$ cat config.mk
export PLATFORM = sky130hd
export DESIGN_NAME = ps2_kbd_ascii_flat
export DESIGN_NICKNAME = d
export VERILOG_FILES = /design/src/rtl/ps2_kbd_ascii_if.sv /design/src/rtl/ps2_kbd_ascii.sv /design/src/flat_wrapper.sv
export SDC_FILE = /design/constraint.sdc
export NUM_CORES = 1
export LEC_CHECK = 0
export CAP_MARGIN = 20
export CORE_UTILIZATION = 48
export CTS_CLUSTER_SIZE = 30
export DETAILED_ROUTE_END_ITERATION = 16
export RECOVER_POWER = 25
export SYNTH_ARGS = -nofsm -noshare
export SYNTH_HDL_FRONTEND = slang
export SYNTH_SLANG_ARGS = --single-unit
$ cat constraint.sdc
create_clock -name clk50M -period 3.77 [get_ports clk50M]
set_clock_uncertainty 0.15 [all_clocks]
set_input_delay 0.754 -clock clk50M [delete_from_list [all_inputs] [get_ports clk50M]]
set_output_delay 0.754 -clock clk50M [all_outputs]
set_load 0.005 [all_outputs]
$ cat src/rtl/ps2_kbd_ascii_if.sv
// ASCII keyboard handshake bundle: level interrupt, head character, overflow pulse and ack.
interface ps2_kbd_ascii_if;
  logic       kbd_int;
  logic [7:0] kbd_data;
  logic       kbd_int_ack;
  logic       kbd_overflow;

  modport master (
    output kbd_int,
    output kbd_data,
    output kbd_overflow,
    input  kbd_int_ack
  );

  modport slave (
    input  kbd_int,
    input  kbd_data,
    input  kbd_overflow,
    output kbd_int_ack
  );
endinterface

$ cat src/rtl/ps2_kbd_ascii.sv
// PS/2 scan-code set 2 receiver, shift/caps tracking, ASCII translation and character FIFO.
// Define KBD_PARITY_CHECK_EN to also reject frames whose odd parity is wrong.
module ps2_kbd_ascii #(
  parameter int unsigned FIFO_DEPTH     = 8,
  parameter int unsigned FILTER_CYCLES  = 8,
  parameter int unsigned TIMEOUT_CYCLES = 50000
) (
  input  logic            clk50M,
  input  logic            rst,
  input  logic            ps2_clk,
  input  logic            ps2_data,
  ps2_kbd_ascii_if.master kbd
);
  localparam int unsigned PtrW  = $clog2(FIFO_DEPTH);
  localparam int unsigned FiltW = $clog2(FILTER_CYCLES + 1);
  localparam int unsigned ToW   = $clog2(TIMEOUT_CYCLES + 1);

  // ---------------------------------------------------------------- input conditioning
  logic [1:0]       clk_sync_q, data_sync_q;
  logic             clk_filt_q, clk_filt_prev_q;
  logic [FiltW-1:0] filt_cnt_q;
  logic             fall, data_bit;

  always_ff @(posedge clk50M) begin
    if (rst) begin
      clk_sync_q      <= 2'b11;
      data_sync_q     <= 2'b11;
      clk_filt_q      <= 1'b1;
      clk_filt_prev_q <= 1'b1;
      filt_cnt_q      <= '0;
    end else begin
      clk_sync_q      <= {clk_sync_q[0], ps2_clk};
      data_sync_q     <= {data_sync_q[0], ps2_data};
      clk_filt_prev_q <= clk_filt_q;
      if (clk_sync_q[1] == clk_filt_q) begin
        filt_cnt_q <= '0;
      end else if (filt_cnt_q == FiltW'(FILTER_CYCLES - 1)) begin
        clk_filt_q <= clk_sync_q[1];
        filt_cnt_q <= '0;
      end else begin
        filt_cnt_q <= filt_cnt_q + FiltW'(1);
      end
    end
  end

  assign fall     = clk_filt_prev_q & ~clk_filt_q;
  assign data_bit = data_sync_q[1];

  // ---------------------------------------------------------------- frame receiver
  typedef enum logic [1:0] {StIdle, StData, StParity, StStop} rx_state_e;

  rx_state_e      state_q, state_d;
  logic [2:0]     bit_cnt_q, bit_cnt_d;
  logic [7:0]     rx_shift_q, rx_shift_d;
  logic           byte_valid_q, byte_valid_d;
  logic [ToW-1:0] to_cnt_q;
  logic           timeout, frame_ok;

  assign timeout = (to_cnt_q == ToW'(TIMEOUT_CYCLES));

`ifdef KBD_PARITY_CHECK_EN
  logic parity_q;

  always_ff @(posedge clk50M) begin
    if (rst) begin
      parity_q <= 1'b0;
    end else if (fall && state_q == StParity) begin
      parity_q <= data_bit;
    end
  end

  assign frame_ok = data_bit & (^{rx_shift_q, parity_q});
`else
  assign frame_ok = data_bit;
`endif

  always_ff @(posedge clk50M) begin
    if (rst) begin
      state_q      <= StIdle;
      bit_cnt_q    <= '0;
      rx_shift_q   <= '0;
      byte_valid_q <= 1'b0;
      to_cnt_q     <= '0;
    end else begin
      state_q      <= state_d;
      bit_cnt_q    <= bit_cnt_d;
      rx_shift_q   <= rx_shift_d;
      byte_valid_q <= byte_valid_d;
      if (fall) begin
        to_cnt_q <= '0;
      end else if (!timeout) begin
        to_cnt_q <= to_cnt_q + ToW'(1);
      end
    end
  end

  always_comb begin
    state_d      = state_q;
    bit_cnt_d    = bit_cnt_q;
    rx_shift_d   = rx_shift_q;
    byte_valid_d = 1'b0;
    if (timeout && state_q != StIdle) begin
      state_d = StIdle;
    end else if (fall) begin
      unique case (state_q)
        StIdle: begin
          if (!data_bit) begin
            state_d   = StData;
            bit_cnt_d = '0;
          end
        end
        StData: begin
          rx_shift_d = {data_bit, rx_shift_q[7:1]};
          bit_cnt_d  = bit_cnt_q + 3'd1;
          if (bit_cnt_q == 3'd7) state_d = StParity;
        end
        StParity: state_d = StStop;
        StStop: begin
          byte_valid_d = frame_ok;
          state_d      = StIdle;
        end
        default: state_d = StIdle;
      endcase
    end
  end

  // ---------------------------------------------------------------- scan-code decoder
  // Returns {mapped, ascii}; letters honour shift^caps, digits honour shift only.
  function automatic logic [8:0] map_key(input logic [7:0] code, input logic shift,
                                         input logic caps);
    logic [8:0] res;
    logic       is_letter;
    res       = 9'h000;
    is_letter = 1'b1;
    case (code)
      8'h1C: res = {1'b1, 8'h61};  8'h32: res = {1'b1, 8'h62};  8'h21: res = {1'b1, 8'h63};
      8'h23: res = {1'b1, 8'h64};  8'h24: res = {1'b1, 8'h65};  8'h2B: res = {1'b1, 8'h66};
      8'h34: res = {1'b1, 8'h67};  8'h33: res = {1'b1, 8'h68};  8'h43: res = {1'b1, 8'h69};
      8'h3B: res = {1'b1, 8'h6A};  8'h42: res = {1'b1, 8'h6B};  8'h4B: res = {1'b1, 8'h6C};
      8'h3A: res = {1'b1, 8'h6D};  8'h31: res = {1'b1, 8'h6E};  8'h44: res = {1'b1, 8'h6F};
      8'h4D: res = {1'b1, 8'h70};  8'h15: res = {1'b1, 8'h71};  8'h2D: res = {1'b1, 8'h72};
      8'h1B: res = {1'b1, 8'h73};  8'h2C: res = {1'b1, 8'h74};  8'h3C: res = {1'b1, 8'h75};
      8'h2A: res = {1'b1, 8'h76};  8'h1D: res = {1'b1, 8'h77};  8'h22: res = {1'b1, 8'h78};
      8'h35: res = {1'b1, 8'h79};  8'h1A: res = {1'b1, 8'h7A};
      default: is_letter = 1'b0;
    endcase
    if (is_letter && (shift ^ caps)) res[7:0] = res[7:0] - 8'h20;
    if (!is_letter) begin
      case (code)
        8'h16: res = {1'b1, shift ? 8'h21 : 8'h31};
        8'h1E: res = {1'b1, shift ? 8'h40 : 8'h32};
        8'h26: res = {1'b1, shift ? 8'h23 : 8'h33};
        8'h25: res = {1'b1, shift ? 8'h24 : 8'h34};
        8'h2E: res = {1'b1, shift ? 8'h25 : 8'h35};
        8'h36: res = {1'b1, shift ? 8'h5E : 8'h36};
        8'h3D: res = {1'b1, shift ? 8'h26 : 8'h37};
        8'h3E: res = {1'b1, shift ? 8'h2A : 8'h38};
        8'h46: res = {1'b1, shift ? 8'h28 : 8'h39};
        8'h45: res = {1'b1, shift ? 8'h29 : 8'h30};
        8'h29: res = {1'b1, 8'h20};
        8'h5A: res = {1'b1, 8'h0D};
        8'h66: res = {1'b1, 8'h08};
        8'h0D: res = {1'b1, 8'h09};
        8'h76: res = {1'b1, 8'h1B};
        default: res = 9'h000;
      endcase
    end
    return res;
  endfunction

  logic       brk_q, ext_q, lshift_q, rshift_q, caps_q;
  logic       push_q;
  logic [7:0] push_data_q;
  logic [8:0] key_map;

  assign key_map = map_key(rx_shift_q, lshift_q | rshift_q, caps_q);

  always_ff @(posedge clk50M) begin
    if (rst) begin
      brk_q       <= 1'b0;
      ext_q       <= 1'b0;
      lshift_q    <= 1'b0;
      rshift_q    <= 1'b0;
      caps_q      <= 1'b0;
      push_q      <= 1'b0;
      push_data_q <= 8'h00;
    end else begin
      push_q <= 1'b0;
      if (byte_valid_q) begin
        if (rx_shift_q == 8'hF0) begin
          brk_q <= 1'b1;
        end else if (rx_shift_q == 8'hE0) begin
          ext_q <= 1'b1;
        end else begin
          brk_q <= 1'b0;
          ext_q <= 1'b0;
          if (rx_shift_q == 8'h12) lshift_q <= ~brk_q;
          if (rx_shift_q == 8'h59) rshift_q <= ~brk_q;
          if (rx_shift_q == 8'h58 && !brk_q) caps_q <= ~caps_q;
          if (!brk_q && !ext_q && key_map[8]) begin
            push_q      <= 1'b1;
            push_data_q <= key_map[7:0];
          end
        end
      end
    end
  end

  // ---------------------------------------------------------------- character FIFO
  logic [7:0]    mem_q [FIFO_DEPTH];
  logic [PtrW-1:0] wr_ptr_q, rd_ptr_q, rd_ptr_nxt;
  logic [PtrW:0] count_q, count_d;
  logic          ack_q, ack_rise, pop, push_ok, full, overflow_q;
  logic [7:0]    data_q, data_d;

  assign full       = (count_q == (PtrW + 1)'(FIFO_DEPTH));
  assign ack_rise   = kbd.kbd_int_ack & ~ack_q;
  assign pop        = ack_rise & (count_q != '0);
  // A full FIFO still accepts a push when the head leaves in the same cycle.
  assign push_ok    = push_q & (~full | pop);
  assign rd_ptr_nxt = rd_ptr_q + PtrW'(1);

  always_comb begin
    count_d = count_q;
    if (push_ok && !pop) count_d = count_q + (PtrW + 1)'(1);
    if (pop && !push_ok) count_d = count_q - (PtrW + 1)'(1);
  end

  always_comb begin
    data_d = data_q;
    if (pop) begin
      if (count_q != (PtrW + 1)'(1)) data_d = mem_q[rd_ptr_nxt];
      else if (push_ok)              data_d = push_data_q;
    end else if (count_q == '0 && push_ok) begin
      data_d = push_data_q;
    end
  end

  always_ff @(posedge clk50M) begin
    if (!rst && push_ok) mem_q[wr_ptr_q] <= push_data_q;
  end

  always_ff @(posedge clk50M) begin
    if (rst) begin
      wr_ptr_q   <= '0;
      rd_ptr_q   <= '0;
      count_q    <= '0;
      ack_q      <= 1'b0;
      data_q     <= 8'h00;
      overflow_q <= 1'b0;
    end else begin
      ack_q      <= kbd.kbd_int_ack;
      count_q    <= count_d;
      data_q     <= data_d;
      overflow_q <= push_q & full & ~pop;
      if (push_ok) wr_ptr_q <= wr_ptr_q + PtrW'(1);
      if (pop)     rd_ptr_q <= rd_ptr_nxt;
    end
  end

  assign kbd.kbd_int      = (count_q != '0);
  assign kbd.kbd_data     = data_q;
  assign kbd.kbd_overflow = overflow_q;
endmodule

$ cat src/flat_wrapper.sv
// flat-port wrapper written by rule: the top's interface ports become plain ports
module ps2_kbd_ascii_flat 
#(
  parameter int unsigned FIFO_DEPTH     = 8,
  parameter int unsigned FILTER_CYCLES  = 8,
  parameter int unsigned TIMEOUT_CYCLES = 50000
)
  (clk50M, rst, ps2_clk, ps2_data, kbd_kbd_int, kbd_kbd_data, kbd_kbd_overflow, kbd_kbd_int_ack);
  ps2_kbd_ascii_if kbd_i ();
  input  logic clk50M;
  input  logic rst;
  input  logic ps2_clk;
  input  logic ps2_data;
  output wire logic [$bits(kbd_i.kbd_int)-1:0] kbd_kbd_int;
  output wire logic [$bits(kbd_i.kbd_data)-1:0] kbd_kbd_data;
  output wire logic [$bits(kbd_i.kbd_overflow)-1:0] kbd_kbd_overflow;
  input wire logic [$bits(kbd_i.kbd_int_ack)-1:0] kbd_kbd_int_ack;
  assign kbd_kbd_int = kbd_i.kbd_int;
  assign kbd_kbd_data = kbd_i.kbd_data;
  assign kbd_kbd_overflow = kbd_i.kbd_overflow;
  assign kbd_i.kbd_int_ack = kbd_kbd_int_ack;
  ps2_kbd_ascii #(.FIFO_DEPTH(FIFO_DEPTH), .FILTER_CYCLES(FILTER_CYCLES), .TIMEOUT_CYCLES(TIMEOUT_CYCLES)) u_core (.clk50M(clk50M), .rst(rst), .ps2_clk(ps2_clk), .ps2_data(ps2_data), .kbd(kbd_i));
endmodule
### After elaboration in Yosys (flattened, before gate mapping)

Memory sizes are Yosys's and may differ from the RTL's.
Index checks and enable logic that the tools add are counted.

* memory bits (writable): 64
* word-level logic and storage cells: 183
* output and inout bits: 10
* register bits: 74
* bits of input ports: 5
* memories: 1

Memories
* u_core.mem_q: words 8, width 8, rd ports 1, clocked after Yosys merged registers in 0, write ports 1, RTL line ps2_kbd_ascii.sv:210 `logic [7:0] mem_q [FIFO_DEPTH];`

* bitwise gates (word level): 22
* reduce and logical (&&, ||, !) cells: 38
* $add $sub $neg: 8
* equality and inequality tests: 59
* multiplexer cells: 32

Operators with widths (number)
* $pmux W9 S26: 1
* $eq A8 B6 Y1 const B: 23
* $pmux W9 S15: 1
* $eq A8 B7 Y1 const B: 12
* $eq A8 B5 Y1 const B: 8
* $mux W5: 8
* $mux W8: 5
* $reduce_or A26 Y1: 1
* $reduce_and A4 Y1: 5
* $add A16 B1 Y16 const B: 1
* $eq A16 B16 Y1 const B: 1
* $eq A8 B8 Y1 const B: 2
* $mux W7: 2
* $not A1 Y1: 13
* $add A3 B1 Y3 const B: 3
* $logic_and A1 B1 Y1: 9
* $mux W9: 1
* $add A4 B1 Y4 const B: 2
* $eq A8 B4 Y1 const B: 1
* $mux W4: 2
* $pmux W2 S4: 1
* $reduce_and A2 Y1: 4
* $reduce_bool A2 Y1: 4
* $reduce_or A4 Y1: 2
* other kinds (26): 47

### Depth between registers and ports, before layout

* depth after elaboration: 8
* mapped depth: 10
* gate-level depth less buffers: 9

### Least setup slack after synthesis

Ideal clock, no wire load.

* kind: register to register
* start point: register u_core.count_q[0]
* end point: register u_core.count_q[3]
* setup slack: 1063 ps
* cell stages (with the launch flop): 11
* setup time: 128 ps
* clock period less this slack: 2707 ps
* arrival time: 2430 ps
* path buffers: 1
* required time: 3492 ps
* path through: dfxtp_1 inv_1 ha_1 and2_1 clkbuf_1 nor2_1 ha_1 or4b_2 a21oi_1 xnor2_1 nor2_1

* cells in the longest elaborated chain, start to end: 7
* elaborated cells between the ends (all ways): 15
* those cells by class: add/sub (2); eq/ne (1); mux (2); bitwise (4); reduce/logical (6)

RTL lines
* start: declaration: RTL line ps2_kbd_ascii.sv:212 `logic [PtrW:0] count_q, count_d;`
* start signal: assignment: RTL line ps2_kbd_ascii.sv:253 `count_q <= count_d;`
* $reduce_bool A4 Y1 *: RTL line ps2_kbd_ascii.sv:218 `assign pop = ack_rise & (count_q != '0);`
* $and A1 B1 Y1 *: RTL line ps2_kbd_ascii.sv:218
* via u_core.pop: RTL line ps2_kbd_ascii.sv:213 `logic ack_q, ack_rise, pop, push_ok, full, overflow_q;`
* $or A1 B1 Y1: RTL line ps2_kbd_ascii.sv:220 `assign push_ok = push_q & (~full | pop);`
* $and A1 B1 Y1: RTL line ps2_kbd_ascii.sv:220
* $logic_not A1 Y1: RTL line ps2_kbd_ascii.sv:226 `if (pop && !push_ok) count_d = count_q - (PtrW + 1)'(1);`
* $logic_and A1 B1 Y1: RTL line ps2_kbd_ascii.sv:226
* $mux W4 / $reduce_bool A2 Y1 (equally long branches)

The timed path passes the listed nets; every way through them passes the cells marked *. The select of a mux whose other input is x is not followed.
A chain may end at the register's enable or synchronous reset.

### Worst setup path in the final report

* start point: register u_core.rx_shift_q[6]
* end point: register u_core.push_data_q[2]

* cells in the longest elaborated chain, start to end: 6
* elaborated cells between the ends (all ways): 55
* those cells by class: add/sub (1); eq/ne (43); mux (5); bitwise (2); reduce/logical (4)

RTL lines
* start: declaration: RTL line ps2_kbd_ascii.sv:54 `logic [7:0] rx_shift_q, rx_shift_d;`
* start signal: assignment: RTL line ps2_kbd_ascii.sv:87 `rx_shift_q <= rx_shift_d;`
* branches (longest 6 deep; another with $sub A8 B6 Y8)
* end signal: assignment: RTL line ps2_kbd_ascii.sv:202 `push_data_q <= key_map[7:0];`
* end: declaration: RTL line ps2_kbd_ascii.sv:173 `logic [7:0] push_data_q;`

Parallel ways; which one is timed is not known.

==> flow_metrics.tcl <==
set metrics [dict create \
    outcome "finished, final reports clean" \
    final_nets 638 \
    synth_fa_ha_area_share_pct 2.82 \
    path_max_fanout 22 \
    fmax_mhz 341 \
    nFillCells 1128 \
    crit_family "simple AND/OR/NAND/NOR gates" \
    period_share_pct 77.9 \
    end_kind "flip-flop" \
    required_ns 3.90 \
    cts-root-buf "clkbuf_16" \
    r2r_cells 6 \
    cts_sinks 138 \
    worst_pin_slew_ns 0.925 \
    synth.largest_area_cell "edfxtp_1" \
    slowest_stage "dfxtp_1" \
    finalHoldViolations 0 \
    final_layout_size_suffix_gt1_share_pct 13.2 \
    startpoint "u_core.rx_shift_q[6]$_SDFFE_PP0P_" \
    clkTransAtPathRegs_ns 0.06 \
    postSynthAreaPerCell_sq_um 10.9 \
    worst-path-buf-inv 0 \
    grt_max_degree 35 \
    r2r_end "u_core.push_data_q[2]$_SDFFE_PP0P_" \
    grt_use_total_pct 20.9 \
    drtIter0Drc 245 \
    ys_seq_area_share_pct 51.1 \
    max-slew-margin-rel_pct 38.2 \
    arrival_ns 3.07 \
    setup_viol 0 \
    synth_top_area_share_pct 28.8 \
    port_buffers 14 \
    async_flop_share_pct 0 \
    min_from "u_core.clk_sync_q[0]$_SDFF_PP1_" \
    netlist-cell-type-count 73 \
    hold_path_class "reg -> reg" \
    synth_edf_count 64 \
    grt_pass1_wl_um 23100 \
    rows 42 \
    critPathCapture "u_core.push_data_q[2]$_SDFFE_PP0P_" \
    fin_crit_ns 2.94 \
    area_growth_pct 13.4 \
    die_x_um 120 \
    fin_setup_tns_ns 0 \
    synthTopCellsByArea "edfxtp_1 (29%), dfxtp_1 (22%), mux4_2 (5.4%)" \
    core_area_sq_um 13400 \
    synth_top_family_by_area "simple AND/OR/NAND/NOR gates" \
    synth_nets 629 \
    cts_tree "built" \
    syn_inst 609 \
    clk_latency_ns 0.41 \
    dpl.cell_count 775 \
    rsz0062_at_grt "no" \
    muxShareOfSynthArea_pct 8.86 \
    p_leak_nw 2.56 \
    p_total_mw 3.37 \
    postCtsSetupBuffers 0 \
    crit_cells 6 \
    synth_flop_cell "dfxtp_1" \
    grt_antenna_before_repair 0 \
    drc 0 \
    h-tree-depth 4 \
    first_pass_iters 4 \
    synth_compound_area_share_pct 10.7 \
    yosysWarnings 0 \
    synthSimpleGateAreaFrac_pct 18.6 \
    io-pin-count 15 \
    cts_hold_buffers 0 \
    antenna_left 0 \
    ys_seq_elements 138 \
    antenna_cells 0 \
    critical_path.max_stage_delay_ns 0.81 \
    path_cells "or4b_1 -> o22ai_1 -> a32oi_1 -> and4_4 -> a2111oi_4 -> a211oi_1" \
    power.density_nw_per_um2 446 \
    grt_pass1_vias 4598 \
    cp-start-kind "flip-flop" \
    finalMaxSlewViolations 0 \
    gr-total-overflow 0 \
    synth-xor-area-share_pct 4.08 \
    wl_per_cell_um 17.2 \
    die_height_um 120 \
    vdd_ir_drop_max_mv 0.309 \
    die_area_sq_um 14400 \
    place_hpwl_um 9480 \
    timing.rr.start "u_core.rx_shift_q[6]$_SDFFE_PP0P_" \
    r2r_setup_slack_ns 0.83 \
    start_util_pct 49.7 \
    cts_resized 0 \
    wl_um 13900 \
    clockBufferDepth 2 \
    globalplace.congestion 0.931 \
    netlist_area_sq_um 6660 \
    viasPerCell 5.70 \
    crit_type "reg -> reg" \
    stdcell_count 807 \
    vias 4598 \
    cts-buffers-inserted 17 \
    drv_cap 0 \
]
sequential cells by signal, indices dropped and copies added, names as in the netlist, 3 cells and up:
| signal | flops |
|---|---|
| u_core.bit_cnt_q | 3 |
| u_core.count_q | 4 |
| u_core.filt_cnt_q | 4 |
| u_core.kbd.kbd_data | 8 |
| u_core.mem_q | 64 |
| u_core.push_data_q | 8 |
| u_core.rd_ptr_q | 3 |
| u_core.rx_shift_q | 8 |
| u_core.to_cnt_q | 16 |
| u_core.wr_ptr_q | 3 |
how the worst min path moves through the flow:
stage / slack [ns] / cells after the start / end
after CTS: 0.26 / 1 / u_core.data_sync_q[1]$_SDFF_PP1_
after detailed placement: 0.25 / 1 / u_core.data_sync_q[1]$_SDFF_PP1_
after global routing: 0.27 / 1 / u_core.data_sync_q[1]$_SDFF_PP1_
final: 0.26 / 1 / u_core.clk_sync_q[1]$_SDFF_PP1_
after global placement: 0.25 / 1 / u_core.data_sync_q[1]$_SDFF_PP1_
after floorplan: 0.24 / 1 / u_core.clk_sync_q[1]$_SDFF_PP1_
cell usage in the layout (no fill, tap or decap), drive strengths merged, types with 5 or more instances in the layout:
cell type	count
nand4	7
or2	9
nor4b	5
mux2i	23
nor3	14
a21oi	35
clkbuf	18
nand3	22
nand2	37
xor2	20
ha	15
xnor2	11
o211ai	10
or4b	5
a211oi	9
nor2	75
buf	14
bufinv	5
nand3b	8
nand2b	13
and3	8
edfxtp	64
clkdlybuf4s50	13
mux4	16
o22ai	5
inv	17
o21ai	17
clkinv	7
dfxtp	74
through the flow:
step	cell area [sq um]	util, %	setup slack (ns)	hold slack, ns
3_3_place_gp	6920	51.7	0.584	0.246
3_5_place_dp	6920	51.7	0.500	0.245
6_report	7550	56.4	0.834	0.258
5_1_grt	7550	56.4	0.702	0.273
4_1_cts	7550	56.4	0.918	0.259
2_1_floorplan	6660	-	1.06	0.239
final cells by class:
| type | count | area [sq um] | area share [%] |
|---|---|---|---|
| Timing Repair Buffer | 27 | 233 | 3.08 |
| Tap cell | 176 | 220 | 2.92 |
| Clock inverter | 14 | 200 | 2.65 |
| Sequential cell | 138 | 3400 | 45.1 |
| Multi-Input combinational cell | 418 | 3010 | 39.8 |
| Inverter | 16 | 60.1 | 0.795 |
| Clock buffer | 18 | 429 | 5.68 |
per-layer routing:
metal  up-vias  global-route usage [%]  wire length, um
li1       2256                       -                -
met1      2223                    25.6             6100
met2       103                    36.0             7120
met3        16                    4.37              493
met4         0                    8.13              201
met5         -                       0                0
report_power, final:
group,internal (mW),switching (mW)
Combinational,0.0129,0.0225
Clock,1.16,0.603
Sequential,1.56,0.00586
Total,2.74,0.632
cell families after synthesis:
kind of cell | count (synthesis)
adder cells (fa/ha/maj) | 15
XOR/XNOR | 31
buffers and inverters | 53
AND/OR/NAND/NOR | 231
multiplexers | 39
AO/OA/AOI/OAI | 102
flip-flops | 138
cells in the mapped netlist, drive strengths merged (4+ instances only):
library cell and count:
buf 23, or2 9, a211oi 9, or4b 5, nand3b 8, nor4b 5, ha 15, nor3b 4
dfxtp 74, clkbuf 14, edfxtp 64, nand4 7, mux2i 23, nor2b 4, o211ai 10, or3 4
o32ai 4, o21ai 17, and3 8, a21oi 35, nand3 22, inv 16, mux4 16, xor2 20
xnor2 11, nor2 75, nand2 37, nor3 14, o22ai 5, nand2b 13
worst register-to-register path, cell delays in order (launching register included):
cell and delay (ns):
dfxtp_1 0.81, or4b_1 0.67, o22ai_1 0.24, a32oi_1 0.22, and4_4 0.30, a2111oi_4 0.33
a211oi_1 0.08
Note: power is estimated with default switching activity, not from simulation.
